## src/rtl/cpu_ctrl_fsm.sv

```systemverilog
// Multi-cycle control FSM for an RV32I integer subset: sequences fetch/decode/exec/mem/wb and drives datapath controls.
// Optional feature macro: CTRL_BNE_EN enables BNE decode (otherwise BNE traps as illegal).
module cpu_ctrl_fsm #(
  parameter int D_WIDTH = 32,
  parameter int OP_SIZE = 4
) (
  input  logic               clk,
  input  logic               rst_n,
  input  logic [31:0]        instr,
  input  logic               instr_valid,
  input  logic               mem_ready,
  input  logic               alu_zero,
  output logic               fetch_req,
  output logic               ir_we,
  output logic               mem_req,
  output logic               mem_we,
  output logic [OP_SIZE-1:0] alu_op,
  output logic               alu_src_imm,
  output logic               rf_we,
  output logic               rf_wsel,
  output logic               pc_we,
  output logic               pc_src,
  output logic               illegal,
  output logic [2:0]         state
);

  typedef enum logic [2:0] {
    IDLE   = 3'd0,
    FETCH  = 3'd1,
    DECODE = 3'd2,
    EXEC   = 3'd3,
    MEM    = 3'd4,
    WB     = 3'd5,
    BRANCH = 3'd6,
    TRAP   = 3'd7
  } state_t;

  localparam int SHAMT_W = $clog2(D_WIDTH);

  localparam logic [OP_SIZE-1:0] OP_ADD = OP_SIZE'(0);
  localparam logic [OP_SIZE-1:0] OP_SUB = OP_SIZE'(1);
  localparam logic [OP_SIZE-1:0] OP_AND = OP_SIZE'(2);
  localparam logic [OP_SIZE-1:0] OP_OR  = OP_SIZE'(3);
  localparam logic [OP_SIZE-1:0] OP_XOR = OP_SIZE'(4);
  localparam logic [OP_SIZE-1:0] OP_SLT = OP_SIZE'(5);
  localparam logic [OP_SIZE-1:0] OP_SLL = OP_SIZE'(6);
  localparam logic [OP_SIZE-1:0] OP_SRL = OP_SIZE'(7);

  state_t      state_reg, state_next;
  logic [31:0] ir_q;

  always_ff @(posedge clk or negedge rst_n) begin
    if (!rst_n) begin
      state_reg <= IDLE;
      ir_q      <= '0;
    end else begin
      state_reg <= state_next;
      if (ir_we) ir_q <= instr;
    end
  end

  logic [6:0] opcode;
  logic [2:0] funct3;
  logic       is_r, is_i, is_lw, is_sw, is_beq, is_bne;
  logic       is_alu, is_ls, is_br;
  logic       shift_hi_zero;
  logic       unused_ir_bits;

  assign opcode = ir_q[6:0];
  assign funct3 = ir_q[14:12];
  assign is_r   = (opcode == 7'b0110011);
  assign is_i   = (opcode == 7'b0010011);
  assign is_lw  = (opcode == 7'b0000011) && (funct3 == 3'b010);
  assign is_sw  = (opcode == 7'b0100011) && (funct3 == 3'b010);
  assign is_beq = (opcode == 7'b1100011) && (funct3 == 3'b000);
`ifdef CTRL_BNE_EN
  assign is_bne = (opcode == 7'b1100011) && (funct3 == 3'b001);
`else
  assign is_bne = 1'b0;
`endif
  assign is_alu = is_r | is_i;
  assign is_ls  = is_lw | is_sw;
  assign is_br  = is_beq | is_bne;

  // Shifts need every bit above the shift amount clear; this rejects SRA/SRAI and malformed shifts.
  assign shift_hi_zero  = (ir_q[31:20+SHAMT_W] == '0);
  assign unused_ir_bits = ^{ir_q[24:15], ir_q[11:7]};

  logic [OP_SIZE-1:0] dec_op;
  logic               dec_ok;

  always_comb begin
    dec_op = OP_ADD;
    dec_ok = 1'b0;
    case (funct3)
      3'b000: begin dec_op = (is_r && ir_q[30]) ? OP_SUB : OP_ADD; dec_ok = 1'b1; end
      3'b111: begin dec_op = OP_AND; dec_ok = 1'b1; end
      3'b110: begin dec_op = OP_OR;  dec_ok = 1'b1; end
      3'b100: begin dec_op = OP_XOR; dec_ok = 1'b1; end
      3'b010: begin dec_op = OP_SLT; dec_ok = 1'b1; end
      3'b001: begin dec_op = OP_SLL; dec_ok = shift_hi_zero; end
      3'b101: begin dec_op = OP_SRL; dec_ok = shift_hi_zero; end
      default: begin dec_op = OP_ADD; dec_ok = 1'b0; end
    endcase
  end

  // Operand setup shared by EXEC and WB so the ALU result stays valid through write-back.
  logic [OP_SIZE-1:0] exec_op;
  logic               exec_imm;
  assign exec_op  = is_ls ? OP_ADD : dec_op;
  assign exec_imm = is_i | is_ls;

  always_comb begin
    state_next  = state_reg;
    fetch_req   = 1'b0;
    ir_we       = 1'b0;
    mem_req     = 1'b0;
    mem_we      = 1'b0;
    alu_op      = OP_ADD;
    alu_src_imm = 1'b0;
    rf_we       = 1'b0;
    rf_wsel     = 1'b0;
    pc_we       = 1'b0;
    pc_src      = 1'b0;
    illegal     = 1'b0;
    case (state_reg)
      IDLE: state_next = FETCH;
      FETCH: begin
        fetch_req = 1'b1;
        if (instr_valid) begin
          ir_we      = 1'b1;
          state_next = DECODE;
        end
      end
      DECODE: begin
        if ((is_alu && dec_ok) || is_ls) state_next = EXEC;
        else if (is_br)                  state_next = BRANCH;
        else                             state_next = TRAP;
      end
      EXEC: begin
        alu_op      = exec_op;
        alu_src_imm = exec_imm;
        state_next  = is_ls ? MEM : WB;
      end
      MEM: begin
        alu_op      = OP_ADD;
        alu_src_imm = 1'b1;
        mem_req     = 1'b1;
        mem_we      = is_sw;
        if (mem_ready) begin
          pc_we      = is_sw;
          state_next = is_sw ? FETCH : WB;
        end
      end
      WB: begin
        alu_op      = exec_op;
        alu_src_imm = exec_imm;
        rf_we       = 1'b1;
        rf_wsel     = is_lw;
        pc_we       = 1'b1;
        state_next  = FETCH;
      end
      BRANCH: begin
        alu_op     = OP_SUB;
        pc_we      = 1'b1;
        pc_src     = is_bne ? ~alu_zero : alu_zero;
        state_next = FETCH;
      end
      TRAP: illegal = 1'b1;
      default: state_next = IDLE;
    endcase
  end

  assign state = state_reg;

endmodule
```

## config.mk

```make
export PLATFORM = sky130hd
export DESIGN_NAME = cpu_ctrl_fsm
export DESIGN_NICKNAME = d
export VERILOG_FILES = /design/src/rtl/cpu_ctrl_fsm.sv
export SDC_FILE = /design/constraint.sdc
export NUM_CORES = 1
export LEC_CHECK = 0
export CORE_MARGIN = 2
export CORE_UTILIZATION = 42
export CTS_BUF_LIST = sky130_fd_sc_hd__clkbuf_4
export CTS_CLUSTER_SIZE = 24
export DETAILED_ROUTE_END_ITERATION = 8
export PLACE_DENSITY = 0.91
export REMOVE_ABC_BUFFERS = 1
export SLEW_MARGIN = 20
export SYNTH_ARGS = -nofsm -noshare
export SYNTH_HDL_FRONTEND = slang
export SYNTH_SLANG_ARGS = --single-unit
export TNS_END_PERCENT = 10
```

## constraint.sdc

```tcl
create_clock -name clk -period 1.94 [get_ports clk]
set_input_delay 0.388 -clock clk [delete_from_list [all_inputs] [get_ports clk]]
set_output_delay 0.388 -clock clk [all_outputs]
set_load 0.02 [all_outputs]
```

==> flow_metrics.env <==
export IMPL_finalCritPeriodShare_pct=114
export IMPL_hold_buffers=0
export IMPL_place_ws_ns=-0.419
export IMPL_drc=0
export IMPL_via_per_inst=5.29
export IMPL_seqPwrFrac_pct=30.0
export IMPL_end_kind="primary output"
export IMPL_clock_skew_ns=0.00165
export IMPL_run_status="finished, violations left"
export IMPL_final_max_slew_viol_count=0
export IMPL_rsz0062_at_grt="true"
export IMPL_netlist_instances=115
export IMPL_swShare_pct=40.2
export IMPL_violations="setup timing"
export IMPL_routed_wl_um=2790
export IMPL_cts_max_level=1
export IMPL_grt_pass1_vias=1136
export IMPL_setup_ws_ns=-0.271
export IMPL_fp_dieArea_um2=3210
export IMPL_largest_reg_flops=17
export IMPL_max_cap_viol_count=0
export IMPL_p_int_mw=1.61
export IMPL_powerDensity_nw_per_um2=1530
export IMPL_cts_buffer_depth=2
export IMPL_area_delta_synth_final_pct=50.7
export IMPL_synthArstFlopShare_pct=100
export IMPL_die_x_um=56.7
export IMPL_final_util_pct=65.3
export IMPL_synth_edf_count=0
export IMPL_initial_utilization_pct=43.4
export IMPL_hpwl_um=2270
export IMPL_yosysUniqueCellTypes=35
export IMPL_num_antenna_cells=0
export IMPL_drtAntennaViolNets=0
export IMPL_fmax_mhz=452
export IMPL_final_layout_size_suffix_gt1_share_pct=35.8
export IMPL_numCtsBuffers=3
export IMPL_grt_util_all_layers_pct=18.2
export IMPL_grt_max_degree=21
export IMPL_syn_area_um2=1160
export IMPL_peakVddDrop_uv=946
export IMPL_clockPowerShare_pct=6.9
export IMPL_cp_arrival_ns=1.82
export IMPL_dieHeight_um=56.7
export IMPL_antenna_found_initial=0
export IMPL_dr_pass1_iters=4
export IMPL_ys_warn_count=0
export IMPL_io_buffers=37
export IMPL_gr_total_overflow=0
export IMPL_wl_per_cell_um=13.5
export IMPL_yosysSeqAreaShare_pct=43.0
export IMPL_worstPathMaxFanout=7
export IMPL_p_switching_mw=1.08
export IMPL_crit_type="reg2out"
export IMPL_ios=54
export IMPL_postSynthAreaPerCell_um2=10.1
export IMPL_grt_pass1_wl_um=4730
export IMPL_hold_class="in2async"
export IMPL_synth_flop_cell="dfrtp_1"
export IMPL_gp_congestion=0.918
export IMPL_core_area_um2=2690
export IMPL_p_leak_nw=0.820
export IMPL_cts_tree="yes"
export IMPL_fin_nets=214
export IMPL_drt_initial_drc_count=12
export IMPL_path_clk_slew_ns=0.10
export IMPL_setup_viol=6
export IMPL_ys_ff_latch=20
export IMPL_clk_latency_ns=0.28
export IMPL_worstPathRequired_ns=1.55
export IMPL_layout_min_cycle_time_ns=2.21
export IMPL_combPwrFrac_pct=63.1
export IMPL_vias=1095
export IMPL_rows=19
export IMPL_clkSinkCount=20
export IMPL_reg2reg_depth=4
export IMPL_start_kind="register"
export IMPL_root_buffer="clkbuf_4"
export IMPL_hold_viol_final=0
## stage by stage
step / instances / hold slack [ns] / power, mW / cell area [um^2] / setup TNS (ns)
4_1_cts: 207 / 0.427 / 2.71 / 1750 / -1.43
3_5_place_dp: 201 / 0.488 / 2.56 / 1730 / -2.29
6_report: 207 / 0.426 / 2.69 / 1760 / -1.30
2_1_floorplan: 106 / 0.0924 / 1.69 / 1110 / -1.37
5_1_grt: 207 / 0.458 / 2.89 / 1760 / -1.64
3_3_place_gp: 201 / 0.483 / 2.47 / 1730 / -2.09
## worst paths after layout
check,startpoint,to,slack (ns)
max,ir_q[3],pc_we,-0.27
min,rst_n,ir_q[28],0.43
max reg2reg,state[2],ir_q[2],0.25
min reg2reg,ir_q[0],ir_q[0],0.51
max in group asynchronous,rst_n,state[1],1.30
min in group clk,ir_q[0],ir_q[0],0.51
## worst max-delay path: stages, from the launching register on
cell      delay (ns)
dfrtp_1         0.39
nor4bb_1        0.30
buf_4           0.21
and3_4          0.20
and3_4          0.19
o31a_1          0.13
buf_6           0.12
## cells in the final DEF (no fill, tap or decap), types with 4 or more instances in the layout
cell,instances
nand3b_1,4
nand2_1,10
inv_1,5
mux2_2,14
buf_4,34
dfrtp_1,19
clkdlybuf4s50_1,22
o21ai_0,5
nor2_1,6
## cell families (layout without fill, tap and decap cells)
kind of cell / after synthesis / count (layout) / synth area share [%]
buffers and inverters: 14 / 75 / 5.91
flip-flops: 20 / 20 / 43.0
AND/OR/NAND/NOR: 46 / 46 / 25.7
multiplexers: 15 / 15 / 14.4
XOR/XNOR: 2 / 2 / 1.50
other: 1 / 1 / 0.322
AO/OA/AOI/OAI: 17 / 17 / 9.24
## cell type report
class                      instances  area [um^2]
clock buffer                       3         22.5
clock inverter                     1         3.75
fill                             219          931
inverter                           5         18.8
multi-input combinational         81          606
sequential                        20          502
tap                               31         38.8
timing repair buffer              66          564
## per-layer routing
metal	wire length, um	vias up	global-route usage, %
li1	-	536	-
met1	1130	507	21.6
met2	1430	46	32.2
met3	171	6	2.76
met4	49	0	7.82
met5	0	-	0
## cell usage after synthesis (all sizes together) (2+ instances only)
master / instances / area, um^2
dfrtp: 20 / 500
mux2: 14 / 158
nand2: 10 / 37.5
buf: 7 / 42.5
and3: 6 / 42.5
nor2: 6 / 22.5
o21ai: 6 / 30.0
inv: 5 / 18.8
nand3b: 4 / 30.0
a31oi: 3 / 18.8
nor4bb: 3 / 30.0
o211ai: 3 / 22.5
a21oi: 2 / 10.0
clkbuf: 2 / 7.51
nand3: 2 / 10.0
nor3: 2 / 10.0
nor3b: 2 / 15.0
nor4: 2 / 12.5
nor4b: 2 / 32.5
xor2: 2 / 17.5
## power by group through the flow
stage,Combinational [mW],Clock (mW),Sequential (mW)
after floorplan,0.802,0,0.885
after global placement,1.68,0,0.794
after detailed placement,1.74,0,0.814
after CTS,1.71,0.196,0.805
after global routing,1.84,0.210,0.832
final,1.70,0.187,0.808
## timing repair
item                                    CTS  global route
pin swaps                                 1             1
endpoints found under the hold margin     0             0
endpoints found under the setup margin   14            10
resized for setup                        41            11
setup buffers                             2             0
No activity file was read; power rests on OpenSTA's default activity.
